<file path="src/rtl/fruit_pkg.sv">
// Shared definitions for the fruit sorting pipeline: sort code range, scheduler
// states and small arithmetic helpers.
package fruit_pkg;

  localparam int         SORT_CODE_W = 4;
  localparam logic [3:0] SORT_NONE   = 4'd0;
  localparam logic [3:0] SORT_MAX    = 4'd11;

  typedef enum logic [2:0] {
    S_IDLE    = 3'd0,
    S_WAIT    = 3'd1,
    S_SETTLE  = 3'd2,
    S_SAMPLE  = 3'd3,
    S_VOTE    = 3'd4,
    S_PUBLISH = 3'd5
  } sched_state_t;

  // Saturating 8-bit increment used for event counters.
  function automatic logic [7:0] sat_inc8(input logic [7:0] value);
    logic [7:0] result;
    if (value == 8'hFF) begin
      result = 8'hFF;
    end else begin
      result = value + 8'd1;
    end
    return result;
  endfunction

endpackage

</file>
<file path="src/rtl/vsync_edge_detect.sv">
// Frame edge detector: registers the vsync level once and flags the cycle in
// which vsync enters its active level.
module vsync_edge_detect #(
  parameter logic VS_POL = 1'b1
) (
  input  logic pixelclk,
  input  logic reset_n,
  input  logic vsync,
  output logic frame_edge
);

  logic level_r;

  // Previous-cycle vsync level; resets to inactive.
  always_ff @(posedge pixelclk or negedge reset_n) begin
    if (!reset_n) begin
      level_r <= ~VS_POL;
    end else begin
      level_r <= vsync;
    end
  end

  assign frame_edge = (level_r != VS_POL) && (vsync == VS_POL);

endmodule

</file>
<file path="src/rtl/sort_result_scheduler.sv">
// Frame-rate scheduler: samples the classifier sort code once per frame after a
// settle delay, confirms it by consecutive-frame voting and publishes it over valid/ready.
module sort_result_scheduler
  import fruit_pkg::*;
#(
  parameter int                SORT_W         = 4,
  parameter int                CONFIRM_FRAMES = 3,
  parameter int                SETTLE_CYCLES  = 4,
  parameter logic              VS_POL         = 1'b1,
  parameter logic [SORT_W-1:0] NONE_CODE      = SORT_W'(SORT_NONE)
) (
  input  logic              pixelclk,
  input  logic              reset_n,
  input  logic              enable,
  input  logic              i_vsync,
  input  logic [SORT_W-1:0] i_sort,
  input  logic              i_result_ready,
  output logic [SORT_W-1:0] o_result,
  output logic              o_result_valid,
  output logic              o_changed,
  output logic [7:0]        o_dropped
);

  localparam int VOTE_W = $clog2(CONFIRM_FRAMES + 1);
  localparam int CNT_W  = (SETTLE_CYCLES > 1) ? $clog2(SETTLE_CYCLES) : 1;

  localparam logic [VOTE_W-1:0] VOTE_MAX    = VOTE_W'(CONFIRM_FRAMES);
  localparam logic [VOTE_W-1:0] VOTE_ONE    = VOTE_W'(1);
  localparam logic [VOTE_W-1:0] VOTE_ZERO   = VOTE_W'(0);
  localparam logic [CNT_W-1:0]  SETTLE_LOAD = CNT_W'(SETTLE_CYCLES - 1);
  localparam logic [CNT_W-1:0]  CNT_ZERO    = CNT_W'(0);
  localparam logic [CNT_W-1:0]  CNT_ONE     = CNT_W'(1);

  sched_state_t      state_r, state_s;
  logic [CNT_W-1:0]  settle_cnt_r, settle_cnt_s;
  logic [SORT_W-1:0] sample_r, sample_s;
  logic [SORT_W-1:0] cand_r, cand_s;
  logic [VOTE_W-1:0] vote_r, vote_s;
  logic [SORT_W-1:0] result_r, result_s;
  logic              valid_r, valid_s;
  logic              changed_r, changed_s;
  logic [7:0]        dropped_r, dropped_s;
  logic              frame_edge_s;
  logic              busy_s;

  vsync_edge_detect #(
    .VS_POL(VS_POL)
  ) u_edge (
    .pixelclk  (pixelclk),
    .reset_n   (reset_n),
    .vsync     (i_vsync),
    .frame_edge(frame_edge_s)
  );

  assign busy_s = (state_r == S_SETTLE) || (state_r == S_SAMPLE) ||
                  (state_r == S_VOTE)   || (state_r == S_PUBLISH);

  // Next-state and datapath updates for the scheduling FSM.
  always_comb begin
    state_s      = state_r;
    settle_cnt_s = settle_cnt_r;
    sample_s     = sample_r;
    cand_s       = cand_r;
    vote_s       = vote_r;
    result_s     = result_r;
    valid_s      = valid_r;
    changed_s    = 1'b0;

    // Frame edges arriving mid-cycle are not re-triggered, only counted.
    if (frame_edge_s && busy_s) begin
      dropped_s = sat_inc8(dropped_r);
    end else begin
      dropped_s = dropped_r;
    end

    case (state_r)
      S_IDLE: begin
        cand_s = NONE_CODE;
        vote_s = VOTE_ZERO;
        if (enable) begin
          state_s = S_WAIT;
        end else begin
          state_s = S_IDLE;
        end
      end
      S_WAIT: begin
        if (!enable) begin
          state_s = S_IDLE;
          cand_s  = NONE_CODE;
          vote_s  = VOTE_ZERO;
        end else if (frame_edge_s) begin
          state_s      = S_SETTLE;
          settle_cnt_s = SETTLE_LOAD;
        end else begin
          state_s = S_WAIT;
        end
      end
      S_SETTLE: begin
        if (settle_cnt_r == CNT_ZERO) begin
          state_s = S_SAMPLE;
        end else begin
          settle_cnt_s = settle_cnt_r - CNT_ONE;
        end
      end
      S_SAMPLE: begin
        sample_s = i_sort;
        state_s  = S_VOTE;
      end
      S_VOTE: begin
        if (sample_r == cand_r) begin
          if (vote_r == VOTE_MAX) begin
            vote_s = VOTE_MAX;
          end else begin
            vote_s = vote_r + VOTE_ONE;
          end
        end else begin
          cand_s = sample_r;
          vote_s = VOTE_ONE;
        end
        // A disable seen here aborts the frame; IDLE then wipes the vote history.
        if (!enable) begin
          state_s = S_IDLE;
        end else if ((vote_s == VOTE_MAX) && (cand_s != result_r)) begin
          state_s   = S_PUBLISH;
          result_s  = cand_s;
          valid_s   = 1'b1;
          changed_s = 1'b1;
        end else begin
          state_s = S_WAIT;
        end
      end
      S_PUBLISH: begin
        if (i_result_ready) begin
          valid_s = 1'b0;
          if (enable) begin
            state_s = S_WAIT;
          end else begin
            state_s = S_IDLE;
          end
        end else begin
          state_s = S_PUBLISH;
        end
      end
      default: begin
        state_s = S_IDLE;
        valid_s = 1'b0;
      end
    endcase
  end

  // State and datapath registers.
  always_ff @(posedge pixelclk or negedge reset_n) begin
    if (!reset_n) begin
      state_r      <= S_IDLE;
      settle_cnt_r <= CNT_ZERO;
      sample_r     <= NONE_CODE;
      cand_r       <= NONE_CODE;
      vote_r       <= VOTE_ZERO;
      result_r     <= NONE_CODE;
      valid_r      <= 1'b0;
      changed_r    <= 1'b0;
      dropped_r    <= 8'd0;
    end else begin
      state_r      <= state_s;
      settle_cnt_r <= settle_cnt_s;
      sample_r     <= sample_s;
      cand_r       <= cand_s;
      vote_r       <= vote_s;
      result_r     <= result_s;
      valid_r      <= valid_s;
      changed_r    <= changed_s;
      dropped_r    <= dropped_s;
    end
  end

  assign o_result       = result_r;
  assign o_result_valid = valid_r;
  assign o_changed      = changed_r;
  assign o_dropped      = dropped_r;

endmodule

</file>
<file path="config.mk">
export PLATFORM = sky130hd
export DESIGN_NAME = sort_result_scheduler
export DESIGN_NICKNAME = d
export VERILOG_FILES = /design/src/rtl/fruit_pkg.sv /design/src/rtl/vsync_edge_detect.sv /design/src/rtl/sort_result_scheduler.sv
export SDC_FILE = /design/constraint.sdc
export NUM_CORES = 1
export LEC_CHECK = 0
export BUFFER_PORTS_ARGS = -buffer_cell sky130_fd_sc_hd__buf_4
export CAP_MARGIN = 20
export CORE_MARGIN = 4
export CORE_UTILIZATION = 55
export CTS_CLUSTER_SIZE = 10
export DETAILED_ROUTE_END_ITERATION = 6
export GPL_TIMING_DRIVEN = 0
export PLACE_DENSITY_LB_ADDON = 0.05
export SETUP_SLACK_MARGIN = 0.3
export SLEW_MARGIN = 20
export SYNTH_ARGS = -nofsm -noshare
export SYNTH_HDL_FRONTEND = slang
export SYNTH_SLANG_ARGS = --single-unit
</file>
<file path="constraint.sdc">
create_clock -name pixelclk -period 2.45 [get_ports pixelclk]
set_input_delay 0 -clock pixelclk [delete_from_list [all_inputs] [get_ports pixelclk]]
set_output_delay 0 -clock pixelclk [all_outputs]
set_load 0.02 [all_outputs]
</file>
==> run summary, run 1 <==
The overall via count from detail_route is 1056. The clock transition at the registers of the reported paths is 0.09 ns. Setup repair after global routing left no endpoint under its margin. The number of clock sinks seen by CTS is 30.

The first global-routing pass estimated 4.53 mm of wire. The die is between 50 and 60 um wide. The biggest area contributor in the post-synthesis netlist is dfrtp_1.

The met2 demand-to-capacity share in global routing is around 26%. The combined global-route utilization of all metal layers came out at 17.3%. The number of port buffers came out at 22.

The most numerous cell type found on the critical path is buf_2. The root buffer cell chosen for the clock tree is clkbuf_4. The global-route layer with the greatest usage is met2.

The final global-route overflow total came out at 0. The number of buffers on the longest clock path is 2. By count the netlist is led by dfrtp_1, nand2_1, a21oi_1.

The analysis attributes to cell leakage a power of 0.891 nW. The category of the worst setup path launch point is a register. Once routing completed, OpenROAD measured the worst setup slack at 0.436 ns. For hold timing, the worst endpoint is state_r[2]. Along the worst hold path, the cell count comes to 4. The synthesized design contains 0 enable-type register cells. The later-pin clock latency in the skew report came out at 0.32 ns.

Traced cell by cell, the critical path runs through inv_1 > ha_1 > and3b_1 > buf_2 > and3_1 > buf_2 > nand2_1 > mux2_2. The detailed-router iteration count before antenna repair is 4. For the worst setup path, the data arrival time is roughly 2.2 ns. The post-route clock skew came out at slightly above 0.009 ns. The total number of yosys warnings is 0. The share of the Yosys chip area taken by registers is 51.0%.

TritonCTS built the clock tree. The final sum of negative setup slack is 0 ns. The biggest fanout along the worst timing path came out at 8.

The placer's final routability congestion estimate came out at between 0.7 and 0.8. The setup-violating endpoint count in the final report is 0. The met3 track demand over resource in global routing came out at 4.75%. The area enclosed by the die boundary came out at 0.00357 mm2. By startpoint and endpoint, the worst setup path is classified as reg -> reg.

For the pin with the worst max-slew slack, the measured transition is 0.574 ns. The number of diodes is 0. The final HPWL from detailed placement came out at 1.95 mm. By instance count, the leading cell after synthesis is dfrtp_1. The tightest min-delay check is of the in -> reg type.

The endpoint of the most critical register-to-register path is o_dropped[6]. In this run the critical register-to-register path is launched from state_r[1]. The sum of internal, switching and leakage power came out at 1.50 mW. The number of slew-limit violations in the final report came out at 0. The initial standard-cell utilization of the core came out at 58.3%. The number of cell instances on the worst register-to-register path came out at 8. Clock tree synthesis inserted a total of 5 buffers. After detailed routing, the number of remaining DRC violations is 0. Of the post-synthesis cell area, the dominant cell type holds 51.0%. At the end of the flow, the number of nets in the layout was roughly 180. The flow ran to the end, and the final reports show no timing, DRC or antenna violations.

The ratio of cells with drive above 1 in the final layout is about a quarter. The number of core rows is 18. Synthesis handed over a netlist of 130 instances. The total wire length came out at 2.68 mm. On the worst path, the slowest cell contributes a delay of 0.47 ns. The maximum clock frequency came out at 0.496 GHz. In this run the standard cell core region covers around 0.0025 mm2. By area the synthesized netlist is led by dfrtp_1, ha_1, mux2_2. The detail-routed via count per cell came out at 5.39. The synthesized netlist net count is 144.

The count of max-cap constraint violations came out at 0. For this run, global-route usage on met1 was measured as 22.6%. The average cell area after synthesis came out at between 10 and 15 um2. The number of buffers inserted to repair setup after CTS came out at 0.

The largest net degree at the start of global routing came out at 31. The cell area power density came out at 834 mW/mm2. The required time of the worst setup path is 2.66 ns.

The worst path in the final design needs a cycle of just over 2 ns, including I/O delays and setup. The pre-CTS setup slack is approximately 0.44 ns. The count of state elements after synthesis came out at 30. The startpoint of the most critical hold path is i_result_ready. The number of violations reported at the end of detailed-routing iteration 0 came out at 51. The H-tree level count is 2. Among all flip-flop cells after synthesis, the most frequent one is dfrtp_1. The layout overhead on the synthesized area is 21.9%. The post-synthesis instance area is 0.00147 mm2.

The worst path uses around 80% of the clock period. The number of hold-slack violations in the final timing report is 0. Counting distinct cell types in the post-synthesis netlist gives 35. The post-cts resize count is 0. 23 I/O pins were placed.

The via count of the first global-routing pass is 1024. The reg-to-reg setup timing slack came out at 0.44 ns. The worst relative slew slack is 61.2%. The worst voltage drop across the vdd grid is 0.641 mV. The critical path endpoint category is a register. The number of antenna violations at the first check in global routing is 0. Dividing the detail-routed wire length by the instance count gives 13.7 um. The number of nets still failing antenna checks after routing is 0. The share of synthesized flip-flops with an asynchronous set or reset came out at 100%. The slowest cell on the critical path is dfrtp_1. The overall die height came out at 59.7 um.
-- layout by cell type (no fill, tap or decap), types with 6 or more instances in the layout --
cell | Yosys | final
o21ai_0 | 6 | 6
a21oi_1 | 10 | 10
nand2_1 | 11 | 11
dfrtp_1 | 30 | 30
buf_4 | 0 | 22
dlygate4sd3_1 | 0 | 6
inv_1 | 6 | 6
xor2_1 | 6 | 6
-- state kept, by name (all words and copies together), names as in the netlist --
register,count
cand_r,4
o_result_valid,1
settle_cnt_r,2
sample_r,4
state_r,3
u_edge.level_r,1
vote_r,2
o_result,4
o_changed,1
o_dropped,8
-- critical path, delay by kind of cell, from the launching register on --
family	cells	cell delay, ns
flip-flops	1	0.47
multiplexers	1	0.32
adder cells (fa/ha/maj)	1	0.30
AND/OR/NAND/NOR	3	0.41
buffers and inverters	3	0.41
-- per-layer routing --
metal  part of all wire [%]  wire length [um]  vias up
met3                    5.0               135        6
met1                     48              1280      496
met5                      0                 0        -
li1                       -                 -      531
met4                    2.0                53        0
met2                     45              1210       23
-- what timing repair did --
action                                  4_1_cts  5_1_grt
hold buffers                                  6        0
endpoints found under the setup margin        0        0
endpoints found under the hold margin        35        0
-- cell families (layout without fill, tap and decap cells) --
family,count (synthesis),after routing,share of synthesized area [%]
mux,10,10,8.08
xor+xnor,11,11,6.55
fa+ha+maj,5,5,4.25
buf+inv,9,45,2.47
simple gates,37,37,15.5
compound gates,28,28,12.2
flops,30,30,51.0
-- layout make-up --
type,instances,area (um2)
Sequential cell,30,751
Fill cell,181,728
Multi-Input combinational cell,91,684
Timing Repair Buffer,28,225
Clock buffer,7,55.1
Tap cell,30,37.5
Inverter,6,22.5
Buffer,3,13.8
Clock inverter,1,5.00
-- power by group --
group | internal (mW) | switching (mW) | leakage [nW]
sequential | 0.597 | 0.117 | 0.393
clock | 0.139 | 0.158 | 0.0353
combinational | 0.230 | 0.256 | 0.463
-- metrics by stage --
step,instance area [um2],hold WS (ns),cells,utilization (%)
CTS,1790,0.000822,196,71.1
detailed placement,1670,-0.0554,182,66.4
finish,1790,0.0157,196,71.1
global placement,1670,-0.0549,182,66.4
floorplan,1470,-0.296,130,-
global route,1790,0.0197,196,71.1
-- how the worst max path moves through the flow --
stage                           from      endpoint  slack, ns  depth (start not counted)
final                     state_r[1]  o_dropped[6]       0.44                          8
after global routing      state_r[1]  o_dropped[6]       0.31                          8
after CTS                 state_r[1]  o_dropped[6]       0.43                          8
after detailed placement  state_r[1]  o_dropped[6]       0.44                          8
after global placement    state_r[1]  o_dropped[6]       0.48                          8
after floorplan           state_r[1]  o_dropped[6]       0.58                          8
(Power assumes the default switching activity.)
==> run 2: changes to the inputs <==
Settings changed: CORE_UTILIZATION 55 to 50.
Clock period 2.45 ns to 1.7 ns, I/O delays scaled along.
==> run summary, run 2 (synthesized netlist as in run 1, its figures left out) <==
The global-route wire length before repair came to 5.55 mm (+22%). The number of diodes was 0 (unchanged). The H-tree level count came out at 2 (unchanged). The per-cell routed wire length came to 16.1 um (+18%).

Compared with the post-synthesis result, the final layout area differs by 45.4%. The most numerous cell on the critical path is buf_6. The required time of the worst setup path is 1.90 ns (-0.76 ns). The clock buffer count from CTS is 5 (unchanged). The number of inserted filler cells in the final layout is 189 (+4.4%).

The ratio of cells with drive above 1 in the final layout is 49.7% (+24 points). The signal on the critical path passes through inv_2 > ha_4 > and3b_1 > buf_6 > and3_4 > buf_6 > buf_4 > nor3_4 > a21oi_2. The placer's final routability congestion estimate came to 0.765 (+0.50%). The flip-flop count of the largest register after layout came out at 8 (unchanged). The flow ran to the end, but the final reports show violations. The static power due to leakage is 1.03 nW (+16%). Leaving out fill and tap cells, the most frequent cells in the layout are buf_4, dfrtp_1, nand2_1. The worst relative slew slack was 74.5% (+13 points). The number of buffers on the longest clock path is 2 (unchanged).

The number of nets still failing antenna checks after routing was 0 (unchanged). The slowest stage of the critical path is the dfrtp_2 cell. The combined global-route utilization of all metal layers came out at 17.4% (+0.097 points).

The number of clock sinks seen by CTS is 30 (unchanged). The sum of internal, switching and leakage power was 2.63 mW (+76%). The setup-violating endpoint count in the final report came out at 8 (+8). The number of hold-slack violations in the final timing report came out at 0 (unchanged). The type of the setup path with the least slack is reg -> reg.

The detail-routed via count per cell came out at 5.57 (+3.3%). The largest net degree at the start of global routing came out at 31 (unchanged). The number of top-level pins is 23 (unchanged).

The number of slew-limit violations in the final report is 0 (unchanged). The final hold slack was 0.137 ns (+0.121 ns). The worst setup slack after layout came out at -0.0653 ns (-0.501 ns). The biggest fanout along the worst timing path came out at 6 (-2). The area enclosed by the die boundary came out at 0.00387 mm2 (+8.6%). The overall via count from detail_route came out at 1191 (+13%). The transition time of the tightest slew-check pin came to 0.383 ns (-0.191 ns).

The initial standard-cell utilization of the core was 52.9% (-5.4 points). The final HPWL from detailed placement came to 2.13 mm (+9.1%). The overall die height is 62.2 um (+4.2%). The cell area power density came out at 1230 mW/mm2 (+47%). The number of antenna violations at the first check in global routing is 0 (unchanged).

Among cell families on the critical path, the largest total delay comes from simple AND/OR/NAND/NOR gates. The critical path endpoint category is a register. The final critical delay including setup and external delays came out at 1.77 ns (-0.249 ns). The number of core rows came out at 19 (+1).

The final global-route overflow total came out at 0 (unchanged). The total wire length came out at 3.45 mm (+29%). The min-delay analysis places its worst path in the category in -> async. The worst setup path is launched from a register. The worst voltage drop across the vdd grid came out at 1.22 mV (+90%). The arrival time of the worst setup path is 1.97 ns (-0.26 ns). The maximum clock frequency came out at 0.566 GHz (+14%).

The later-pin clock latency in the skew report came out at 0.31 ns (about the same). The post-route clock skew came to 0.00433 ns (-0.00483 ns). The DRC violation count after routing is 0 (unchanged). Setup repair after global routing could not meet its margin everywhere. The total number of nets in the final design is 196 (+9.5%). The standard cell core area came out at 0.00278 mm2 (+10%).

The detailed-router iteration count before antenna repair came out at 4 (unchanged). The count of buffer and inverter cells on the critical path came out at 4 (+1). The reg-to-reg setup timing slack came to -0.07 ns (-0.50 ns).

The stage delay of the slowest cell on the critical path is 0.44 ns (-0.03 ns). The number of port buffers is 22 (unchanged). The clock transition at the registers of the reported paths came to 0.09 ns (about the same). The overall die width is 62.2 um (+4.2%).

The via count of the first global-routing pass came out at 1219 (+19%). The count of max-cap constraint violations was 0 (unchanged). The root buffer cell chosen for the clock tree is clkbuf_4. TritonCTS built the clock tree. The final reports fail on setup timing. The share of the clock period used by the worst path was 104% (+22 points). Leaving out fill and tap cells, the most frequent cell in the layout is buf_4. The number of violations reported at the end of detailed-routing iteration 0 is 62 (+22%).
==> run 2: cell types whose count changed in the layout (fill, tap and decap cells not counted), moves of 3 or more <==
cell | previous run | this run
buf_4 | 22 | 35
buf_6 | 0 | 5
dfrtp_1 | 30 | 26
dfrtp_2 | 0 | 4
nor3_1 | 4 | 0
inv_1 | 6 | 3
mux2_4 | 2 | 5
nand2b_1 | 5 | 2
nand2b_4 | 0 | 3
o21ai_0 | 6 | 3
xor2_1 | 6 | 3
xor2_2 | 0 | 3
==> run 2: repair_timing <==
action / in CTS / in global routing
hold endpoints to repair: 36 / 0
pin swaps: 6 / 14
resized for setup: 17 / 24
hold buffers: 7 / 0
buffers inserted: 9 / 7
setup endpoints to repair: 20 / 21
==> run 2: final timing paths <==
| kind | startpoint | endpoint | cells past startpoint |
|---|---|---|---|
| worst max register to register | state_r[2] | o_dropped[7] | 9 |
| max in group asynchronous | reset_n | state_r[1] | 2 |
| worst min register to register | settle_cnt_r[0] | settle_cnt_r[0] | 1 |
| min in group pixelclk | enable | settle_cnt_r[0] | 5 |
| worst max-delay path | state_r[2] | o_dropped[7] | 9 |
| worst min-delay path | reset_n | vote_r[1] | 2 |
==> run 2: where the power goes <==
group	switching, mW	total (mW)	internal [mW]
Combinational	0.518	1.06	0.539
Sequential	0.184	1.05	0.867
Clock	0.238	0.521	0.283
==> run 2: area by class of cell <==
| cell class | count | area, um2 | share of cell area (%) |
|---|---|---|---|
| Sequential cell | 30 | 756 | 35.3 |
| Clock buffer | 8 | 78.8 | 3.68 |
| Inverter | 6 | 25.0 | 1.17 |
| Tap cell | 31 | 38.8 | 1.81 |
| Timing Repair Buffer | 45 | 367 | 17.1 |
| Multi-Input combinational cell | 91 | 847 | 39.6 |
| Buffer | 3 | 27.5 | 1.29 |
==> run 2: metrics by stage <==
stage / setup WS (ns) / cell area [um2] / util, % / instances / setup TNS, ns
CTS: -0.0195 / 1980 / 71.2 / 207 / -0.0337
global placement: -0.173 / 1700 / 61.1 / 183 / -0.975
detailed placement: -0.202 / 1700 / 61.1 / 183 / -1.34
global route: -0.188 / 2140 / 76.9 / 214 / -1.06
floorplan: -0.0816 / 1500 / - / 130 / -0.0816
finish: -0.0653 / 2140 / 76.9 / 214 / -0.227
==> run 2: per-layer routing <==
layer	routed length (um)	part of all wire, %	global-route usage, %	vias up
met5	0	0	0	-
met4	19	0.55	4.07	0
met3	151	4.4	3.78	2
met2	1840	53	30.2	28
met1	1440	42	21.9	602
li1	-	-	-	559
==> run 3: changes to the inputs <==
Settings changed: CORE_UTILIZATION 50 to 60, CTS_BUF_LIST from default to sky130_fd_sc_hd__clkbuf_8.
Clock period 1.7 ns to 2.1 ns, I/O delays scaled along.
==> run summary, run 3 (synthesized netlist as in run 1, its figures left out) <==
The number of slew-limit violations in the final report is 0 (unchanged). The required time of the worst setup path is 2.27 ns (+0.37 ns). The setup path with the least slack is of type reg -> reg. The overall via count from detail_route was 1128 (-5.3%). The H-tree level count is 2 (unchanged). TritonCTS built the clock tree. The final critical delay including setup and external delays is 1.75 ns (-0.0109 ns). The setup-violating endpoint count in the final report was 0 (-8).

The flip-flop count of the largest register after layout came out at 8 (unchanged). The initial standard-cell utilization of the core came out at 64.7% (+12 points). The switching component of the power is 0.704 mW (-25%). The overall die height is 57.5 um (-7.6%). The worst relative slew slack is 63.4% (-11 points). The number of buffers on the longest clock path is 2 (unchanged). The min-delay analysis places its worst path in the category in -> reg. The transition time of the tightest slew-check pin came out at 0.541 ns (+0.158 ns). The global-route wire length before repair came out at 5.19 mm (-6.5%). The internal power summed over all cells is 1.50 mW (-11%). The proportion of power drawn by the clock network came out at 33.1% (+13 points). The combined global-route utilization of all metal layers was 20.9% (+3.5 points). The worst setup path is launched from a register. The overall die width came out at 57.5 um (-7.6%). The number of nets still failing antenna checks after routing is 0 (unchanged). The via count of the first global-routing pass was 1083 (-11%). In the layout the commonest cells are dfrtp_1, buf_4, nand2_1, a21oi_1. The standard cell core area came out at 0.00228 mm2 (-18%). The later-pin clock latency in the skew report is 0.28 ns (-0.03 ns). The number of antenna violations at the first check in global routing is 0 (unchanged).

The number of hold-slack violations in the final timing report is 0 (unchanged). The largest net degree at the start of global routing is 31 (unchanged). The clock transition at the registers of the reported paths is 0.07 ns (-0.02 ns).

The number of diodes came to 0 (unchanged). Setup repair after global routing left no endpoint under its margin. The ratio of cells with drive above 1 in the final layout is 31.4% (-18 points). The total number of nets in the final design was 185 (-5.6%).

The placed cell count is 180 (-1.6%). The static power due to leakage came out at 0.959 nW (-7.0%). The clock buffer count from CTS came out at 5 (unchanged).

The number of clock sinks seen by CTS came out at 30 (unchanged). The proportion of power drawn by flip-flops and latches is 37.4% (-2.6 points). The number of top-level pins is 23 (unchanged).

The total wire length came out at 3.11 mm (-9.9%). The combinational group share of total power came out at 29.5% (-11 points). The detail-routed via count per cell came out at 5.64 (+1.3%).

The critical path endpoint category is a register. The final sum of negative setup slack was 0 ns (+0.227 ns). The cell area power density came out at 1140 mW/mm2 (-7.4%). The DRC violation count after routing came out at 0 (unchanged). The maximum clock frequency came to 0.570 GHz (+0.62%).

The cell sitting at the root of the clock tree is a clkbuf_8. The placer's final routability congestion estimate is 0.785 (+2.6%). The post-route clock skew is 0.00700 ns (+0.00267 ns). The arrival time of the worst setup path was 1.93 ns (-0.04 ns). The number of violations reported at the end of detailed-routing iteration 0 is 28 (-55%).

The area enclosed by the die boundary is 0.00331 mm2 (-15%). The flow ran to the end, and the final reports show no timing, DRC or antenna violations. The worst voltage drop across the vdd grid came to 1.10 mV (-9.8%). The number of core rows is 17 (-2). The count of max-cap constraint violations is 0 (unchanged). The biggest fanout along the worst timing path is 7 (+1).

The net switching share of the total power is 31.9% (-3.9 points). The final global-route overflow total is 0 (unchanged). The number of port buffers is 22 (unchanged). The per-cell routed wire length came out at 15.5 um (-3.6%). The number of inserted filler cells in the final layout came to 127 (-33%). The area taken by multi-input logic gates came out at 691 um2 (-18%).

The share of the clock period used by the worst path came out at 83.5% (-20 points). The detailed-router iteration count before antenna repair came to 4 (unchanged). The non-filler instance count after layout came out at 200 (-6.5%).

The layout overhead on the synthesized area came out at 31.9%. The final HPWL from detailed placement is 2.00 mm (-6.0%). The sequential cell area is 753 um2 (-0.33%).
-- run 3: cell count changes in the layout (fill, tap and decap cells not counted), moves of 3 or more --
cell,before,now
clkbuf_8,3,6
xor2_2,3,0
xor2_1,3,6
buf_6,5,2
nand2b_4,3,0
nor3_1,0,4
buf_4,35,28
clkbuf_4,5,0
nand2b_1,2,5
-- run 3: worst paths after layout --
| check | startpoint | end | slack [ns] | depth (start not counted) |
|---|---|---|---|---|
| max | state_r[2] | o_dropped[6] | 0.35 | 8 |
| min | i_result_ready | state_r[2] | 0.05 | 4 |
| max reg2reg | state_r[2] | o_dropped[6] | 0.35 | 8 |
| min reg2reg | settle_cnt_r[0] | settle_cnt_r[0] | 0.48 | 1 |
| max in group asynchronous | reset_n | state_r[1] | 1.62 | 2 |
| min in group asynchronous | reset_n | o_dropped[6] | 0.17 | 2 |
-- run 3: power by group through the flow --
stage | clock (mW) | sequential [mW] | combinational [mW]
after detailed placement | 0 | 0.841 | 0.584
after global routing | 0.760 | 0.849 | 0.723
final | 0.731 | 0.826 | 0.651
after floorplan | 0 | 0.845 | 0.404
after global placement | 0 | 0.830 | 0.550
after CTS | 0.736 | 0.824 | 0.636
-- run 3: layer usage --
metal,vias to the layer above,wire (um),track usage [%]
li1,544,-,-
met1,543,1380,26.2
met2,35,1500,33.7
met3,6,175,5.66
met4,0,53,8.94
met5,-,0,0
-- run 3: repair_timing --
item / in CTS / in global routing
hold buffers: 6 / 0
buffers inserted: 2 / 4
endpoints found under the hold margin: 35 / 0
pin swaps: 0 / 5
resized for setup: 2 / 3
setup endpoints to repair: 8 / 11
-- run 3: cell type report --
class                   instances  area share [%]
repair buffers                 34            13.9
multi-input cells              91            35.6
flip-flops and latches         30            38.8
plain buffers                   3            1.35
clock inverters                 2            3.09
well taps                      28            1.81
inverters                       6            1.16
clock buffers                   6            4.26
-- run 3: critical path, stage by stage (launching register included) --
cell and delay (ns):
dfrtp_2 0.42, inv_2 0.07, ha_1 0.22, and3b_1 0.17
buf_6 0.13, and3_1 0.17, buf_6 0.13, nand2_2 0.05
mux2_4 0.29
-- run 3: metrics by stage --
stage	instance area [um2]	util, %	worst slack (ns)	total power, mW	hold slack [ns]
floorplan	1480	-	0.301	1.25	-0.296
global placement	1680	74.0	0.223	1.38	-0.0577
detailed placement	1680	74.0	0.197	1.43	-0.0547
CTS	1900	83.7	0.314	2.19	0.0510
global route	1940	85.3	0.269	2.33	0.0601
finish	1940	85.3	0.346	2.21	0.0481
